## config.mk

```make
export PLATFORM = sky130hd
export DESIGN_NAME = dp_job_sched
export DESIGN_NICKNAME = d
export VERILOG_FILES = /design/src/rtl/dp_sched_pkg.sv /design/src/rtl/rr_arbiter2.sv /design/src/rtl/dp_job_sched.sv
export SDC_FILE = /design/constraint.sdc
export NUM_CORES = 1
export LEC_CHECK = 0
export BUFFER_PORTS_ARGS = -buffer_cell sky130_fd_sc_hd__buf_2
export CORE_AREA = 2 2 158 160
export CTS_CLUSTER_SIZE = 14
export DETAILED_ROUTE_END_ITERATION = 6
export DIE_AREA = 0 0 160 162
export PLACE_DENSITY_LB_ADDON = 0.15
export SYNTH_ARGS = -nofsm -noshare
export SYNTH_HDL_FRONTEND = slang
export SYNTH_SLANG_ARGS = --single-unit
```

## constraint.sdc

```tcl
create_clock -name clk -period 1.95 [get_ports clk]
set_input_delay 0.2925 -clock clk [delete_from_list [all_inputs] [get_ports clk]]
set_output_delay 0.2925 -clock clk [all_outputs]
set_load 0.02 [all_outputs]
```

## src/rtl/dp_sched_pkg.sv

```systemverilog
// Shared types and constants for the dot-product job scheduler.
// Descriptor layout is {out_addr, len, b_addr, a_addr} with a_addr in the LSBs.
package dp_sched_pkg;

    typedef enum logic [2:0] {
        S_IDLE    = 3'd0,
        S_ISSUE_F = 3'd1,
        S_WAIT_F  = 3'd2,
        S_ISSUE_C = 3'd3,
        S_WAIT_C  = 3'd4,
        S_ISSUE_W = 3'd5,
        S_WAIT_W  = 3'd6,
        S_CMPL    = 3'd7
    } state_t;

    localparam logic [1:0] ERR_OK  = 2'b00;
    localparam logic [1:0] ERR_LEN = 2'b01;
    localparam logic [1:0] ERR_TMO = 2'b10;

    localparam logic [1:0] PH_NONE    = 2'd0;
    localparam logic [1:0] PH_FETCH   = 2'd1;
    localparam logic [1:0] PH_COMPUTE = 2'd2;
    localparam logic [1:0] PH_STORE   = 2'd3;

    localparam int DEF_ADDR_W = 32;
    localparam int DEF_LEN_W  = 32;

    // Field offsets depend on the instance widths, so they are functions.
    function automatic int desc_width(input int aw, input int lw);
        return 3 * aw + lw;
    endfunction

    function automatic int desc_a_lsb(input int aw);
        return 0 * aw;
    endfunction

    function automatic int desc_b_lsb(input int aw);
        return aw;
    endfunction

    function automatic int desc_len_lsb(input int aw);
        return 2 * aw;
    endfunction

    function automatic int desc_out_lsb(input int aw, input int lw);
        return 2 * aw + lw;
    endfunction

endpackage

```

## src/rtl/rr_arbiter2.sv

```systemverilog
// Two-way round-robin grant; on a tie the requester not granted last wins.
module rr_arbiter2 (
    input  logic       clk,
    input  logic       rst,
    input  logic [1:0] i_req,
    input  logic       i_accept,
    output logic [1:0] o_grant
);

    logic       r_last_grant;
    logic [1:0] w_grant;

    always_comb begin
        w_grant = i_req;
        if (i_req == 2'b11)
            w_grant = r_last_grant ? 2'b01 : 2'b10;
    end

    always_ff @(posedge clk or negedge rst) begin
        if (!rst)
            r_last_grant <= 1'b1;
        else if (i_accept && (w_grant != 2'b00))
            r_last_grant <= w_grant[1];
    end

    assign o_grant = w_grant;

endmodule

```

## src/rtl/dp_job_sched.sv

```systemverilog
// Job scheduler: arbitrates two descriptor sources and sequences
// fetch -> compute -> store, reporting a completion code per job.
module dp_job_sched
    import dp_sched_pkg::*;
#(
    parameter int ADDR_W  = DEF_ADDR_W,
    parameter int LEN_W   = DEF_LEN_W,
    parameter int MAX_LEN = 256,
    parameter int TIMEOUT = 1024
) (
    input  logic                          clk,
    input  logic                          rst,
    input  logic                          req0_valid,
    input  logic                          req1_valid,
    output logic                          req0_ready,
    output logic                          req1_ready,
    input  logic [3*ADDR_W+LEN_W-1:0]     req0_desc,
    input  logic [3*ADDR_W+LEN_W-1:0]     req1_desc,
    output logic [ADDR_W-1:0]             vector_a_addr,
    output logic [ADDR_W-1:0]             vector_b_addr,
    output logic [ADDR_W-1:0]             output_addr,
    output logic [LEN_W-1:0]              vector_len,
    output logic                          start_fetch,
    output logic                          start_compute,
    output logic                          start_write,
    input  logic                          fetch_done,
    input  logic                          processing_done,
    input  logic                          store_done,
    output logic                          busy,
    output logic                          cmpl_valid,
    output logic                          cmpl_id,
    output logic [1:0]                    cmpl_err,
    output logic [1:0]                    cmpl_phase
);

    localparam int DESC_W  = desc_width(ADDR_W, LEN_W);
    localparam int A_LSB   = desc_a_lsb(ADDR_W);
    localparam int B_LSB   = desc_b_lsb(ADDR_W);
    localparam int LEN_LSB = desc_len_lsb(ADDR_W);
    localparam int OUT_LSB = desc_out_lsb(ADDR_W, LEN_W);
    localparam int CNT_W   = $clog2(TIMEOUT);

    state_t              r_state;
    logic [ADDR_W-1:0]   r_a_addr;
    logic [ADDR_W-1:0]   r_b_addr;
    logic [ADDR_W-1:0]   r_out_addr;
    logic [LEN_W-1:0]    r_len;
    logic                r_job_id;
    logic                r_cmpl_id;
    logic [1:0]          r_cmpl_err;
    logic [1:0]          r_cmpl_phase;
    logic [CNT_W-1:0]    r_cnt;

    logic [1:0]          w_grant;
    logic                w_idle;
    logic                w_accept;
    logic [DESC_W-1:0]   w_desc;
    logic [LEN_W-1:0]    w_len;
    logic                w_len_bad;
    logic                w_done;
    logic                w_tmo;
    logic [1:0]          w_phase;
    state_t              w_next;

    rr_arbiter2 u_arb (
        .clk      (clk),
        .rst      (rst),
        .i_req    ({req1_valid, req0_valid}),
        .i_accept (w_accept),
        .o_grant  (w_grant)
    );

    assign w_idle     = (r_state == S_IDLE);
    assign req0_ready = w_idle && w_grant[0];
    assign req1_ready = w_idle && w_grant[1];
    assign w_accept   = w_idle && (w_grant != 2'b00);

    assign w_desc    = w_grant[1] ? req1_desc : req0_desc;
    assign w_len     = w_desc[LEN_LSB +: LEN_W];
    assign w_len_bad = (w_len == '0) || (w_len > LEN_W'(MAX_LEN));

    // Only the done input of the phase being waited on is ever looked at.
    always_comb begin
        w_done  = 1'b0;
        w_phase = PH_NONE;
        w_next  = S_IDLE;
        case (r_state)
            S_WAIT_F: begin
                w_done  = fetch_done;
                w_phase = PH_FETCH;
                w_next  = S_ISSUE_C;
            end
            S_WAIT_C: begin
                w_done  = processing_done;
                w_phase = PH_COMPUTE;
                w_next  = S_ISSUE_W;
            end
            S_WAIT_W: begin
                w_done  = store_done;
                w_phase = PH_STORE;
                w_next  = S_CMPL;
            end
            default: ;
        endcase
    end

    assign w_tmo = (r_cnt == CNT_W'(TIMEOUT - 1));

    always_ff @(posedge clk or negedge rst) begin
        if (!rst) begin
            r_state      <= S_IDLE;
            r_a_addr     <= '0;
            r_b_addr     <= '0;
            r_out_addr   <= '0;
            r_len        <= '0;
            r_job_id     <= 1'b0;
            r_cmpl_id    <= 1'b0;
            r_cmpl_err   <= ERR_OK;
            r_cmpl_phase <= PH_NONE;
            r_cnt        <= '0;
        end else begin
            case (r_state)
                S_IDLE: begin
                    if (w_accept) begin
                        r_a_addr   <= w_desc[A_LSB +: ADDR_W];
                        r_b_addr   <= w_desc[B_LSB +: ADDR_W];
                        r_out_addr <= w_desc[OUT_LSB +: ADDR_W];
                        r_len      <= w_len;
                        r_job_id   <= w_grant[1];
                        if (w_len_bad) begin
                            r_state      <= S_CMPL;
                            r_cmpl_id    <= w_grant[1];
                            r_cmpl_err   <= ERR_LEN;
                            r_cmpl_phase <= PH_NONE;
                        end else begin
                            r_state <= S_ISSUE_F;
                        end
                    end
                end
                S_ISSUE_F: begin
                    r_cnt   <= '0;
                    r_state <= S_WAIT_F;
                end
                S_ISSUE_C: begin
                    r_cnt   <= '0;
                    r_state <= S_WAIT_C;
                end
                S_ISSUE_W: begin
                    r_cnt   <= '0;
                    r_state <= S_WAIT_W;
                end
                // A done arriving on the last counted cycle still wins over the abort.
                S_WAIT_F, S_WAIT_C, S_WAIT_W: begin
                    if (w_done) begin
                        r_state <= w_next;
                        if (r_state == S_WAIT_W) begin
                            r_cmpl_id    <= r_job_id;
                            r_cmpl_err   <= ERR_OK;
                            r_cmpl_phase <= PH_NONE;
                        end
                    end else if (w_tmo) begin
                        r_state      <= S_CMPL;
                        r_cmpl_id    <= r_job_id;
                        r_cmpl_err   <= ERR_TMO;
                        r_cmpl_phase <= w_phase;
                    end else begin
                        r_cnt <= r_cnt + 1'b1;
                    end
                end
                S_CMPL: begin
                    r_state <= S_IDLE;
                end
                default: begin
                    r_state <= S_IDLE;
                end
            endcase
        end
    end

    assign start_fetch   = (r_state == S_ISSUE_F);
    assign start_compute = (r_state == S_ISSUE_C);
    assign start_write   = (r_state == S_ISSUE_W);
    assign busy          = !w_idle;
    assign cmpl_valid    = (r_state == S_CMPL);
    assign cmpl_id       = r_cmpl_id;
    assign cmpl_err      = r_cmpl_err;
    assign cmpl_phase    = r_cmpl_phase;

    assign vector_a_addr = r_a_addr;
    assign vector_b_addr = r_b_addr;
    assign output_addr   = r_out_addr;
    assign vector_len    = r_len;

endmodule

```

# Word level (Yosys, flattened, before mapping)
# Cells that the tools add are included.
# op_classes
addsub	1
magnitude_cmp	1
n_eq_ne	15
n_mux	31
reduce_logical	17
# op_table
op	n
$mux W128	1
$gt A32 B9 Y1 const B	1
$logic_not A32 Y1	1
$mux W2	11
$mux W10	2
$pmux W10 S2	1
$pmux W3 S6	1
$eq A3 B3 Y1 const B	4
$mux W3	4
$add A10 B1 Y10 const B	1
$eq A10 B10 Y1 const B	1
$pmux W3 S3	1
$pmux W2 S2	2
$eq A3 B2 Y1 const B	2
$ne A3 B3 Y1 const B	2
$pmux W2 S3	1
$reduce_bool A2 Y1	3
$reduce_or A3 Y1	2
$mux W1	5
$reduce_and A5 Y1	1
$logic_and A1 B1 Y1	4
$ne A2 B1 Y1 const B	2
$ne A2 B2 Y1 const B	2
$reduce_and A2 Y1	2
other kinds (8)	8
# totals
regBits	148
in_bits	263
output_inout_bits	140
wordCells	76

# Longest topological paths before layout
# logic_depth
ltp_word	8
ltp_mapped	8
ltp_nobuf	7

# By module
# From an unflattened synthesis, not the netlist that was laid out.
# unflattened
hier_cells	701
hier_area_um2	7093.1
# by_module_without_submodules
module	n_inst	cells_per_inst	area_per_inst_um2	seq_area_each_um2
dp_job_sched	1	695	7036.7	3678.5
rr_arbiter2	1	6	56.3	26.3

# Least setup slack after synthesis
# Ideal clock, no wire load.
# synth_timing
kind	flip-flop to flip-flop
start	register r_cnt[0]
end	register r_cmpl_phase[0], in the netlist cmpl_phase[0]
setup_ns	0.118
t_arrival_ns	1.804
required_ns	1.832
path_slack_ns	0.028
stages_incl_launch_ff	9
path_buffers	1
path_cell_list	dfrtp_1 -> ha_1 -> nand4_1 -> nor3_2 -> nor2_1 -> or3_1 -> buf_2 -> nand2b_4 -> a21o_1
# synth_between
elab_chain_cells	3
# synth_lines
element	line	text
start: declaration	dp_job_sched.sv:52	logic [CNT_W-1:0] r_cnt;
start signal: assignment	dp_job_sched.sv:167	r_cnt <= r_cnt + 1'b1;
$eq A10 B10 Y1	dp_job_sched.sv:107	assign w_tmo = (r_cnt == CNT_W'(TIMEOUT - 1));
$ne A3 B3 Y1 (no source line)	-	
$reduce_and A5 Y1 (no source line)	-	
end signal: assignment	dp_job_sched.sv:165	r_cmpl_phase <= w_phase;
end: declaration	dp_job_sched.sv:51	logic [1:0] r_cmpl_phase;
# No other way between the ends.
# A chain may end at the register's enable or synchronous reset.

# Final worst setup path
# layout_timing
start	register r_state[1]
end	output port req0_ready
# layout_between
elab_chain_cells	2
# layout_lines
element	line	text
start: declaration	dp_job_sched.sv:43	state_t r_state;
start signal: assignment	dp_job_sched.sv:155	r_state <= w_next;
$logic_not A3 Y1	dp_job_sched.sv:73	assign w_idle = (r_state == S_IDLE);
$logic_and A1 B1 Y1	dp_job_sched.sv:74	assign req0_ready = w_idle && w_grant[0];
end: declaration	dp_job_sched.sv:15	output logic req0_ready,
# No other way between the ends.

==> flow_metrics.py <==
metrics = {
    "global_routing": {
        "grt_max_degree": 46,
        "grt_overflow_total": 0,
        "track_usage": 0.172,
        "grt_pass1_wl_um": 35200,
        "antenna_found_initial": 0,
        "grt_pass1_vias": 6598,
    },
    "finish": {
        "drive_gt1_frac": 0.450,
        "syn_to_final_growth_pct": 51.3,
        "finalNonFillerCells": 1496,
        "antenna_cells": 0,
        "final_nets": 1423,
        "final_util": 0.449,
    },
    "sta": {
        "finalCritPeriodShare": 0.972,
        "hold_viol_final": 0,
        "final_max_slew_viol_count": 0,
        "skew_ns": 0.0117,
        "holdWs_ns": 0.175,
        "fmax_ghz": 0.527,
        "fin_crit_ns": 1.90,
        "setup_viol": 0,
        "max_slew_margin": 0.710,
        "rsz0062_at_grt": "true",
        "worstMarginPinSlew_ns": 0.431,
    },
    "floorplan": {
        "die_area_um2": 25900,
        "die_h_um": 162,
        "die_w_um": 160,
        "io_pins": 403,
        "floorplan.initialDensity": 0.297,
        "coreArea_um2": 24100,
        "rows": 57,
    },
    "placement": {
        "gp_congestion": 0.861,
        "io_buffers": 402,
        "dp_cells": 1450,
        "dp_hpwl_um": 17900,
    },
    "cts": {
        "ctsHtreeMaxLevel": 4,
        "clk_pin_slew_worst_paths_ns": 0.07,
        "cts_made_buffers": 17,
        "cts_sinks": 148,
        "cts_tree": "done",
        "clock_latency_ns": 0.41,
        "cts.path.max_buffers": 2,
        "cts_root_buf": "clkbuf_16",
    },
    "worst_setup_path": {
        "crit_buf_inv": 3,
        "critPathKind": "reg2out",
        "startpoint_type": "flip-flop",
        "required_ns": 1.66,
        "cpPeakStageDelay_ns": 0.43,
        "worstPathCellList": "buf_6 > nor3_4 > buf_6 > nand2_4 > a21oi_4 > buf_6",
        "path_delay_family": "flip-flops",
        "crit_arrival_ns": 1.60,
        "endpoint_kind": "output pin",
        "worst-path-max-fanout": 4,
        "worst_path_most_repeated_cell": "buf_6",
        "slowest_stage": "dfrtp_1",
    },
    "route": {
        "drc": 0,
        "drt_wl_total_um": 22700,
        "vias_per_cell": 4.50,
        "ant_nets": 0,
        "drtIter0Drc": 262,
        "dr.pass1.iters": 4,
        "route.vias.total": 6732,
        "wl_per_cell_um": 15.1,
    },
    "synth": {
        "ys_warn_count": 0,
        "syn_area_um2": 7150,
        "ys_ff_latch": 148,
        "async_flop_share": 1.00,
        "seq_area_frac_synth": 0.518,
        "synth_edf_count": 0,
        "synthesis.nets": 973,
        "postSynthCellCount": 709,
        "postSynthAreaPerCell_um2": 10.1,
        "ys_types": 45,
        "synthFlopType": "dfrtp_1",
    },
    "flow_run": {
        "cap_violations": 0,
    },
    "power_and_ir_drop": {
        "ir_worst_vdd_mv": 0.647,
        "p_per_area_nw_per_um2": 1520,
        "p_leak_nw": 5.30,
    },
    "min_path": {
        "hp-class": "in2reg",
    },
    "outcome": {
        "outcome": "finished, final reports clean",
    },
}
[repair_timing]
item / in CTS / in global routing
gates resized for setup: 8 / 15
cloned: 1 / 0
pin swaps: 4 / 9
setup buffers: 5 / 7
hold endpoints to repair: 33 / 0
endpoints found under the setup margin: 3 / 14
hold buffers: 1 / 0
[layer usage]
metal / GRT usage / vias to the layer above / routed length [um]
li1: - / 3390 / -
met1: 0.208 / 3070 / 9500
met2: 0.301 / 248 / 11300
met3: 0.0442 / 24 / 1450
met4: 0.0545 / 0 / 393
met5: 0 / - / 0
[where the power goes]
group	total (W)	switching (W)	internal (W)
Clock	0.00332	0.00130	0.00202
Sequential	0.00534	0.000788	0.00455
Combinational	0.00780	0.00472	0.00308
[flip-flops by register name, indices dropped and copies added (netlist names)]
| signal | flops |
|---|---|
| cmpl_phase | 2 |
| output_addr | 32 |
| r_job_id | 1 |
| u_arb.r_last_grant | 1 |
| cmpl_id | 1 |
| cmpl_err | 2 |
| r_state | 3 |
| r_cnt | 10 |
| vector_b_addr | 32 |
| vector_a_addr | 32 |
| vector_len | 32 |
[area by class of cell]
| cell class | count | area, um^2 |
|---|---|---|
| clock buffers | 21 | 440 |
| clock inverters | 11 | 151 |
| fillers | 2391 | 13300 |
| inverters | 8 | 30.0 |
| multi-input cells | 506 | 3280 |
| flip-flops and latches | 148 | 3700 |
| well taps | 324 | 405 |
| repair buffers | 478 | 2810 |
[cell usage after synthesis (3+ instances only)]
cell	n	area, um^2
clkbuf_1	6	22.5
nand3_1	8	40.0
inv_1	7	26.3
buf_2	39	195
buf_1	3	11.3
dfrtp_1	147	3680
nor3_1	5	25.0
or4_1	5	37.5
nor4_1	10	62.6
nand2_1	10	37.5
mux2i_1	130	1300
or3_1	3	18.8
nor2_1	146	548
and3_1	4	25.0
a21oi_1	138	691
nand2b_1	3	18.8
nand4_1	3	18.8
xor2_1	6	52.6
o21ai_0	5	25.0
[per-stage QoR]
stage	setup slack [ns]	total power [W]	setup TNS (ns)	instance area, um^2
5_1_grt	-0.0287	0.0176	-0.0730	10800
2_1_floorplan	0.0283	0.00989	0	7150
4_1_cts	-0.0239	0.0165	-0.0481	10700
6_report	0.0540	0.0165	0	10800
3_3_place_gp	-0.199	0.0129	-1.08	10000
3_5_place_dp	-0.210	0.0130	-1.14	10000
[kinds of logic after synthesis]
kind of cell,count (synthesis),share of synthesized area
compound gates,159,0.121
simple gates,205,0.128
fa+ha+maj,1,0.00175
flops,148,0.518
mux,132,0.185
xor+xnor,8,0.00980
buf+inv,56,0.0362
[path summary, 6_finish.rpt]
path / from / endpoint / slack [ns] / depth (start not counted)
max reg2reg: r_state[2] / cmpl_phase[0] / 0.07 / 6
min: req0_desc[101] / output_addr[5] / 0.17 / 3
min in group asynchronous: rst / output_addr[14] / 0.35 / 2
min reg2reg: cmpl_phase[0] / cmpl_phase[0] / 0.49 / 1
max: r_state[1] / req0_ready / 0.05 / 6
max in group asynchronous: rst / u_arb.r_last_grant / 0.93 / 3
[tightest hold or removal path: stages]
cell and delay [ns]:
buf_2 0.07, mux2i_1 0.05, a21oi_1 0.13
[cells in the final DEF (no fill, tap or decap), types with 6 or more instances in the layout]
cell type / netlist / layout
mux2i_1: 130 / 130
clkbuf_16: 0 / 17
buf_4: 0 / 54
buf_6: 0 / 10
nor4_1: 10 / 9
dfrtp_1: 147 / 147
buf_12: 0 / 14
a21oi_1: 138 / 137
nand3_1: 8 / 8
inv_1: 7 / 7
nand2_1: 10 / 9
buf_2: 39 / 399
xor2_1: 6 / 6
nor2_1: 146 / 145
No activity file was read; power rests on OpenSTA's default activity.
